<file path="src/rtl/mem_arb_pkg.sv">
// Shared types and block geometry for the WISC unified-memory arbiter.
// Block size and bus widths are configured here; everything else derives from them.
package mem_arb_pkg;

  localparam int unsigned WORDS_PER_BLOCK = 8;
  localparam int unsigned ADDR_W          = 16;
  localparam int unsigned DATA_W          = 16;

  localparam int unsigned WORD_IDX_BITS = $clog2(WORDS_PER_BLOCK);
  // Byte offset within a block: words are two bytes wide.
  localparam int unsigned BLK_OFF_BITS  = $clog2(2 * WORDS_PER_BLOCK);

  typedef enum logic [1:0] {
    StIdle,
    StFill,
    StWrite
  } state_e;

  typedef enum logic {
    SideI,
    SideD
  } side_e;

endpackage

</file>
<file path="src/rtl/mem_arbiter_if.sv">
// Cache-side request/fill handshake plus memory port of the arbiter.
// slave is the arbiter view; master is the caches-plus-memory environment.
interface mem_arbiter_if;
  import mem_arb_pkg::*;

  logic                     i_req;
  logic [ADDR_W-1:0]        i_addr;
  logic                     i_busy;
  logic                     i_done;

  logic                     d_req;
  logic                     d_we;
  logic [ADDR_W-1:0]        d_addr;
  logic [DATA_W-1:0]        d_wdata;
  logic                     d_busy;
  logic                     d_done;

  logic                     fill_valid;
  logic [WORD_IDX_BITS-1:0] fill_word;
  logic [DATA_W-1:0]        fill_data;

  logic                     mem_en;
  logic                     mem_wr;
  logic [ADDR_W-1:0]        mem_addr;
  logic [DATA_W-1:0]        mem_wdata;
  logic [DATA_W-1:0]        mem_rdata;
  logic                     mem_rvalid;

  modport slave (
    input  i_req, i_addr, d_req, d_we, d_addr, d_wdata, mem_rdata, mem_rvalid,
    output i_busy, i_done, d_busy, d_done, fill_valid, fill_word, fill_data,
    output mem_en, mem_wr, mem_addr, mem_wdata
  );

  modport master (
    output i_req, i_addr, d_req, d_we, d_addr, d_wdata, mem_rdata, mem_rvalid,
    input  i_busy, i_done, d_busy, d_done, fill_valid, fill_word, fill_data,
    input  mem_en, mem_wr, mem_addr, mem_wdata
  );

endinterface

</file>
<file path="src/rtl/mem_arbiter.sv">
// Arbitrates the pipelined unified memory between I-cache fills and D-cache fills/stores.
// Define MEM_ARB_ROUND_ROBIN_EN for round-robin on simultaneous requests (default: D wins).
module mem_arbiter (
  input  logic         clk,
  input  logic         rst,
  mem_arbiter_if.slave bus_io
);
  import mem_arb_pkg::*;

  localparam int unsigned CntW = WORD_IDX_BITS + 1;
  localparam logic [CntW-1:0] IssueMax = CntW'(WORDS_PER_BLOCK);
  localparam logic [WORD_IDX_BITS-1:0] RetLast = WORD_IDX_BITS'(WORDS_PER_BLOCK - 1);
  localparam logic [ADDR_W-1:0] BlkMask = ~ADDR_W'((2 * WORDS_PER_BLOCK) - 1);

  state_e                   state_q, state_d;
  side_e                    side_q, side_d;
  logic [ADDR_W-1:0]        base_q, base_d;
  logic [CntW-1:0]          issue_cnt_q, issue_cnt_d;
  logic [WORD_IDX_BITS-1:0] ret_cnt_q, ret_cnt_d;
  logic                     i_busy_q, i_busy_d;
  logic                     d_busy_q, d_busy_d;
  logic                     wr_done_q, wr_done_d;
  logic                     mem_en_q, mem_en_d;
  logic                     mem_wr_q, mem_wr_d;
  logic [ADDR_W-1:0]        mem_addr_q, mem_addr_d;
  logic [DATA_W-1:0]        mem_wdata_q, mem_wdata_d;

  logic  grant;
  side_e win;
  logic  fill_ret;
  logic  fill_last;

`ifdef MEM_ARB_ROUND_ROBIN_EN
  side_e last_grant_q, last_grant_d;

  always_comb begin
    last_grant_d = last_grant_q;
    if (state_q == StIdle && grant) begin
      last_grant_d = win;
    end
  end

  always_ff @(posedge clk or posedge rst) begin
    if (rst) begin
      last_grant_q <= SideI;
    end else begin
      last_grant_q <= last_grant_d;
    end
  end
`endif

  always_comb begin
    grant = bus_io.i_req || bus_io.d_req;
    win   = SideI;
    if (bus_io.d_req && bus_io.i_req) begin
`ifdef MEM_ARB_ROUND_ROBIN_EN
      win = (last_grant_q == SideI) ? SideD : SideI;
`else
      win = SideD;
`endif
    end else if (bus_io.d_req) begin
      win = SideD;
    end
  end

  // Returns are counted, not timed: the memory's fixed latency is not modelled here.
  always_comb begin
    fill_ret  = (state_q == StFill) && bus_io.mem_rvalid;
    fill_last = fill_ret && (ret_cnt_q == RetLast);
  end

  always_comb begin
    state_d     = state_q;
    side_d      = side_q;
    base_d      = base_q;
    issue_cnt_d = issue_cnt_q;
    ret_cnt_d   = ret_cnt_q;
    i_busy_d    = i_busy_q;
    d_busy_d    = d_busy_q;
    wr_done_d   = 1'b0;
    mem_en_d    = 1'b0;
    mem_wr_d    = 1'b0;
    mem_addr_d  = '0;
    mem_wdata_d = '0;

    unique case (state_q)
      StIdle: begin
        if (grant) begin
          side_d = win;
          if (win == SideD && bus_io.d_we) begin
            state_d     = StWrite;
            d_busy_d    = 1'b1;
            wr_done_d   = 1'b1;
            mem_en_d    = 1'b1;
            mem_wr_d    = 1'b1;
            mem_addr_d  = bus_io.d_addr;
            mem_wdata_d = bus_io.d_wdata;
          end else begin
            state_d     = StFill;
            base_d      = ((win == SideD) ? bus_io.d_addr : bus_io.i_addr) & BlkMask;
            i_busy_d    = (win == SideI);
            d_busy_d    = (win == SideD);
            // First beat goes out with the grant so issue runs gap-free from FILL cycle 0.
            mem_en_d    = 1'b1;
            mem_addr_d  = base_d;
            issue_cnt_d = CntW'(1);
            ret_cnt_d   = '0;
          end
        end
      end

      StFill: begin
        if (issue_cnt_q < IssueMax) begin
          mem_en_d    = 1'b1;
          mem_addr_d  = base_q + (ADDR_W'(issue_cnt_q) << 1);
          issue_cnt_d = issue_cnt_q + CntW'(1);
        end
        if (fill_ret) begin
          ret_cnt_d = ret_cnt_q + WORD_IDX_BITS'(1);
        end
        if (fill_last) begin
          state_d     = StIdle;
          i_busy_d    = 1'b0;
          d_busy_d    = 1'b0;
          ret_cnt_d   = '0;
          issue_cnt_d = '0;
        end
      end

      StWrite: begin
        state_d  = StIdle;
        d_busy_d = 1'b0;
      end

      default: state_d = StIdle;
    endcase
  end

  always_ff @(posedge clk or posedge rst) begin
    if (rst) begin
      state_q     <= StIdle;
      side_q      <= SideI;
      base_q      <= '0;
      issue_cnt_q <= '0;
      ret_cnt_q   <= '0;
      i_busy_q    <= 1'b0;
      d_busy_q    <= 1'b0;
      wr_done_q   <= 1'b0;
      mem_en_q    <= 1'b0;
      mem_wr_q    <= 1'b0;
      mem_addr_q  <= '0;
      mem_wdata_q <= '0;
    end else begin
      state_q     <= state_d;
      side_q      <= side_d;
      base_q      <= base_d;
      issue_cnt_q <= issue_cnt_d;
      ret_cnt_q   <= ret_cnt_d;
      i_busy_q    <= i_busy_d;
      d_busy_q    <= d_busy_d;
      wr_done_q   <= wr_done_d;
      mem_en_q    <= mem_en_d;
      mem_wr_q    <= mem_wr_d;
      mem_addr_q  <= mem_addr_d;
      mem_wdata_q <= mem_wdata_d;
    end
  end

  // Fill completion must coincide with the last returned word, so that part of done is
  // decoded from the return; the store completion is the registered WRITE-cycle flag.
  assign bus_io.i_done     = fill_last && (side_q == SideI);
  assign bus_io.d_done     = wr_done_q || (fill_last && (side_q == SideD));
  assign bus_io.i_busy     = i_busy_q;
  assign bus_io.d_busy     = d_busy_q;
  assign bus_io.fill_valid = fill_ret;
  assign bus_io.fill_word  = ret_cnt_q;
  assign bus_io.fill_data  = fill_ret ? bus_io.mem_rdata : '0;
  assign bus_io.mem_en     = mem_en_q;
  assign bus_io.mem_wr     = mem_wr_q;
  assign bus_io.mem_addr   = mem_addr_q;
  assign bus_io.mem_wdata  = mem_wdata_q;

endmodule

</file>
<file path="src/flat_wrapper.sv">
// flat-port wrapper written by rule: the top's interface ports become plain ports
module mem_arbiter_flat import mem_arb_pkg::*;
  (clk, rst, bus_io_i_req, bus_io_i_addr, bus_io_d_req, bus_io_d_we, bus_io_d_addr, bus_io_d_wdata, bus_io_mem_rdata, bus_io_mem_rvalid, bus_io_i_busy, bus_io_i_done, bus_io_d_busy, bus_io_d_done, bus_io_fill_valid, bus_io_fill_word, bus_io_fill_data, bus_io_mem_en, bus_io_mem_wr, bus_io_mem_addr, bus_io_mem_wdata);
  mem_arbiter_if bus_io_i ();
  input  logic clk;
  input  logic rst;
  input wire logic [$bits(bus_io_i.i_req)-1:0] bus_io_i_req;
  input wire logic [$bits(bus_io_i.i_addr)-1:0] bus_io_i_addr;
  input wire logic [$bits(bus_io_i.d_req)-1:0] bus_io_d_req;
  input wire logic [$bits(bus_io_i.d_we)-1:0] bus_io_d_we;
  input wire logic [$bits(bus_io_i.d_addr)-1:0] bus_io_d_addr;
  input wire logic [$bits(bus_io_i.d_wdata)-1:0] bus_io_d_wdata;
  input wire logic [$bits(bus_io_i.mem_rdata)-1:0] bus_io_mem_rdata;
  input wire logic [$bits(bus_io_i.mem_rvalid)-1:0] bus_io_mem_rvalid;
  output wire logic [$bits(bus_io_i.i_busy)-1:0] bus_io_i_busy;
  output wire logic [$bits(bus_io_i.i_done)-1:0] bus_io_i_done;
  output wire logic [$bits(bus_io_i.d_busy)-1:0] bus_io_d_busy;
  output wire logic [$bits(bus_io_i.d_done)-1:0] bus_io_d_done;
  output wire logic [$bits(bus_io_i.fill_valid)-1:0] bus_io_fill_valid;
  output wire logic [$bits(bus_io_i.fill_word)-1:0] bus_io_fill_word;
  output wire logic [$bits(bus_io_i.fill_data)-1:0] bus_io_fill_data;
  output wire logic [$bits(bus_io_i.mem_en)-1:0] bus_io_mem_en;
  output wire logic [$bits(bus_io_i.mem_wr)-1:0] bus_io_mem_wr;
  output wire logic [$bits(bus_io_i.mem_addr)-1:0] bus_io_mem_addr;
  output wire logic [$bits(bus_io_i.mem_wdata)-1:0] bus_io_mem_wdata;
  assign bus_io_i.i_req = bus_io_i_req;
  assign bus_io_i.i_addr = bus_io_i_addr;
  assign bus_io_i.d_req = bus_io_d_req;
  assign bus_io_i.d_we = bus_io_d_we;
  assign bus_io_i.d_addr = bus_io_d_addr;
  assign bus_io_i.d_wdata = bus_io_d_wdata;
  assign bus_io_i.mem_rdata = bus_io_mem_rdata;
  assign bus_io_i.mem_rvalid = bus_io_mem_rvalid;
  assign bus_io_i_busy = bus_io_i.i_busy;
  assign bus_io_i_done = bus_io_i.i_done;
  assign bus_io_d_busy = bus_io_i.d_busy;
  assign bus_io_d_done = bus_io_i.d_done;
  assign bus_io_fill_valid = bus_io_i.fill_valid;
  assign bus_io_fill_word = bus_io_i.fill_word;
  assign bus_io_fill_data = bus_io_i.fill_data;
  assign bus_io_mem_en = bus_io_i.mem_en;
  assign bus_io_mem_wr = bus_io_i.mem_wr;
  assign bus_io_mem_addr = bus_io_i.mem_addr;
  assign bus_io_mem_wdata = bus_io_i.mem_wdata;
  mem_arbiter u_core (.clk(clk), .rst(rst), .bus_io(bus_io_i));
endmodule
</file>
<file path="config.mk">
export PLATFORM = sky130hd
export DESIGN_NAME = mem_arbiter_flat
export DESIGN_NICKNAME = d
export VERILOG_FILES = /design/src/rtl/mem_arb_pkg.sv /design/src/rtl/mem_arbiter_if.sv /design/src/rtl/mem_arbiter.sv /design/src/flat_wrapper.sv
export SDC_FILE = /design/constraint.sdc
export NUM_CORES = 1
export LEC_CHECK = 0
export ABC_CLOCK_PERIOD_IN_PS = 2400
export CELL_PAD_IN_SITES_DETAIL_PLACEMENT = 1
export CELL_PAD_IN_SITES_GLOBAL_PLACEMENT = 2
export CORE_MARGIN = 2
export CORE_UTILIZATION = 23
export DETAILED_ROUTE_END_ITERATION = 10
export PLACE_DENSITY = 0.8
export SYNTH_ARGS = -nofsm -noshare
export SYNTH_HDL_FRONTEND = slang
export SYNTH_SLANG_ARGS = --single-unit
</file>
<file path="constraint.sdc">
create_clock -name clk -period 2.4 [get_ports clk]
set_input_delay 0.48 -clock clk [delete_from_list [all_inputs] [get_ports clk]]
set_output_delay 0.48 -clock clk [all_outputs]
set_load 0.01 [all_outputs]
</file>
==> results of run 1 <==
==> flip-flops by register name, summed over array words and instances, names as in the netlist <==
name,flops
u_core.bus_io.mem_addr,16
u_core.bus_io.mem_wdata,16
u_core.base_q,12
u_core.issue_cnt_q,4
u_core.bus_io.fill_word,3
u_core.state_q,2
u_core.bus_io.d_busy,1
u_core.bus_io.i_busy,1
u_core.bus_io.mem_en,1
u_core.side_q,1
u_core.wr_done_q,1
==> cell families (layout without fill, tap and decap cells) <==
group,count (synthesis),count (layout),share of synthesized area
AND/OR/NAND/NOR,86,86,0.170
flip-flops,58,58,0.569
AO/OA/AOI/OAI,49,49,0.131
buffers and inverters,23,161,0.0412
multiplexers,15,15,0.0593
adder cells (fa/ha/maj),6,6,0.0294
==> area by class of cell <==
| type | count | area [µm²] |
|---|---|---|
| multi-input combinational | 156 | 1010 |
| inverter | 8 | 30.0 |
| clock inverter | 3 | 45.0 |
| sequential | 58 | 1450 |
| fill | 1204 | 6570 |
| timing repair buffer | 137 | 1380 |
| clock buffer | 13 | 179 |
| tap | 140 | 175 |
==> repair_timing <==
action                                 4_1_cts  5_1_grt
resized for setup                            6       13
gates cloned                                 0        0
hold buffers                                 0        0
endpoints found under the hold margin        0        0
setup endpoints to repair                    7       16
==> worst register-to-register path: stages (launching register included) <==
cell	delay, ns
dfrtp_1	0.42
ha_1	0.22
ha_2	0.21
a21boi_1	0.49
a21o_1	0.20
mux2_2	0.35
==> routing by layer <==
metal | wire length (µm) | track usage | vias up
li1 | - | - | 1068
met4 | 87 | 0.0515 | 0
met1 | 3040 | 0.155 | 1074
met3 | 422 | 0.0296 | 6
met2 | 3710 | 0.204 | 66
met5 | 0 | 0 | -
==> cell usage after synthesis, types with 2 or more instances <==
cell | number | share of area
clkbuf_1 | 7 | 0.010
nor2_1 | 21 | 0.031
o21ai_0 | 15 | 0.029
buf_2 | 5 | 0.0098
and2_1 | 19 | 0.047
dfrtp_1 | 58 | 0.57
a22o_1 | 4 | 0.014
nor3b_1 | 2 | 0.0059
ha_1 | 6 | 0.029
o211ai_1 | 3 | 0.0088
mux2i_1 | 14 | 0.055
inv_1 | 8 | 0.012
and3_1 | 16 | 0.039
nand2_1 | 24 | 0.035
a21oi_1 | 14 | 0.027
==> metrics by stage <==
| stage | hold WS [ns] | power (mW) |
|---|---|---|
| 3_3_place_gp | 0.461 | 3.26 |
| 2_1_floorplan | 0.451 | 2.43 |
| 5_1_grt | 0.527 | 4.59 |
| 6_report | 0.476 | 4.27 |
| 3_5_place_dp | 0.473 | 3.32 |
| 4_1_cts | 0.485 | 4.34 |
==> how the worst max path moves through the flow <==
stage / start / endpoint / slack, ns / cells after the start
after floorplan: rst / u_core.base_q[10]$_DFFE_PP0P_ / 0.49 / 1
after global placement: bus_io_mem_rvalid / bus_io_fill_data[12] / 0.01 / 4
after detailed placement: bus_io_mem_rvalid / bus_io_fill_data[12] / -0.01 / 4
after CTS: u_core.state_q[1]$_DFFE_PP0P_ / bus_io_fill_data[0] / 0.005 / 5
after global routing: u_core.state_q[1]$_DFFE_PP0P_ / bus_io_fill_data[7] / 0.004 / 5
final: u_core.state_q[1]$_DFFE_PP0P_ / bus_io_fill_data[6] / 0.07 / 5
==> power groups by stage <==
stage	clock network (mW)	registers [mW]	logic [mW]
finish	0.984	1.47	1.81
global route	1.06	1.51	2.02
CTS	1.02	1.48	1.85
detailed placement	0	1.49	1.83
global placement	0	1.48	1.78
floorplan	0	1.55	0.881
==> results by group, run 1 <==
Die
  • Core area: between 10000 and 15000 µm²
  • Starting Density: 0.235
  • Die X: about 110 µm
  • Row count: 38
  • Io pins: about 130
  • Die height: roughly 110 µm
  • DIE AREA: ~12000 µm²

Min path
  • Hold path depth: 2
  • Hold Path Origin: u_core.base_q[6]$_DFFE_PP0P_
  • Worst hold path type: flop to flop
  • Hold Path Sink: u_core.bus_io.mem_addr[6]$_DFF_PP0_

Logic synthesis
  • Predominant post-synthesis flop cell: dfrtp_1
  • Syn_area_per_cell: 10.8 µm²
  • Register area share after synthesis: 0.569
  • Synth Instances: approximately 240
  • Fraction of registers with async set/reset: 1.00
  • Post-synth net total: approximately 310
  • Post-synth EDFFs: 0
  • Yosys warning count: 0
  • #FFs+latches synth: between 50 and 60
  • Mapped cell area: 2550 µm²
  • Yosys cell types: 36

Global routing
  • Initial antenna violation count: 0
  • Largest net degree at the start of global routing: 30
  • GRT Total Usage: 0.124
  • GRT overflow: 0
  • Number of global-route vias before repair: 2284
  • First-pass GRT wire length: ~11000 µm

Timing
  • Final period util: 0.969
  • Max frequency: 430 MHz
  • Final min period: approximately 2.3 ns
  • Max transition margin: 0.622
  • Finish-stage setup viols: 0
  • Hold Vio Cnt, Final: 0
  • Slew at the pin closest to its max-slew limit: about 0.57 ns
  • Max-slew violation count: 0
  • Clock skew: between 0.008 and 0.009 ns
  • Worst Slack Setup Final: 0.0737 ns
  • Setup TNS: 0 ns
  • Setup repair after global routing missed its margin: false

Finish
  • Synth-to-layout area growth: 67.5%
  • Finished layout cell area: 4270 µm²
  • Most frequent cells in the layout: 110 x clkdlybuf4s50_1, 58 x dfrtp_1, 24 x nand2_1, 21 x nor2_1, 18 x and2_1
  • Layout cell share with drive strength beyond 1: 0.107
  • Diodes inserted: 0
  • Finished Layout Cells: 515
  • Most common cell after layout, fill and taps aside: clkdlybuf4s50_1
  • # nets final: roughly 450
  • Final Util: 0.394

Placement
  • Placed Area: between 4000 and 5000 µm²
  • Dpl cells: between 400 and 500
  • Post-DP HPWL: roughly 5500 µm
  • Buffers on Ports: 123
  • GP Congestion: roughly 0.7
  • Place WS: -0.0132 ns

Pwr
  • Comb pwr share: 0.424
  • P_sw: between 1 and 1.5 mW
  • PD cells: 999 nW/µm²
  • Leak: 2.07 nW
  • Clock power share: 0.231
  • Internal power: 2.84 mW
  • Sequential power share: 0.345
  • Sw frac: 0.336
  • VDD IR max: between 200 and 300 µV

Clock network
  • Skew-Pair Late Insertion Delay: 0.34 ns
  • Maximum clock insertion buffer count: 2
  • Clock slew at reported path FFs: approximately 0.07 ns
  • Post-CTS Setup Bufs: 0
  • Clk root buf: clkbuf_8
  • CTS Buf Count: 9
  • CTS H-tree lvls: 3
  • Clk sinks: 58
  • CTS tree: yes

Setup path
  • Cell family with most CP delay: buffers and inverters
  • Worst Path Max Fanout: 9
  • WP data arrival: between 1.5 and 2 ns
  • Setup crit start kind: flop
  • R2R Setup Slk: around 0.40 ns
  • Crit path cell chain: inv_1, ha_4, buf_4, and3_1, clkdlybuf4s50_1
  • Crit path kind: flop to output port
  • CP peak stage delay: ~0.53 ns
  • Reg-to-Reg Start: u_core.bus_io.fill_word[0]$_DFFE_PP0P_
  • Critical Path Slowest Stage Cell: clkdlybuf4s50_1
  • CP bufs+invs: 3
  • WP data required: between 1.5 and 2 ns
  • Reg2reg end: u_core.state_q[1]$_DFFE_PP0P_
  • R2R cell count: 5
  • CP Capture Type: output port

Detailed routing
  • Antenna-violating nets left: 0
  • Initial DRC count: 26
  • Post-DR wirelength/cell: ~14 µm
  • Vias per cell: 4.30
  • Total wire length: between 7000 and 8000 µm
  • Pre-antenna DRT Iters: 4
  • Drt drc: 0
  • Via count: roughly 2200

Run status
  • Status: completed

Run
  • Max-cap viol count: 0
Power figures use the tool's default switching activity.
==> run 2, diff against run 1 <==
- CAP_MARGIN: default -> 30
==> results of run 2 <==
Final layout, timing and power as in run 1 (identical DEF).
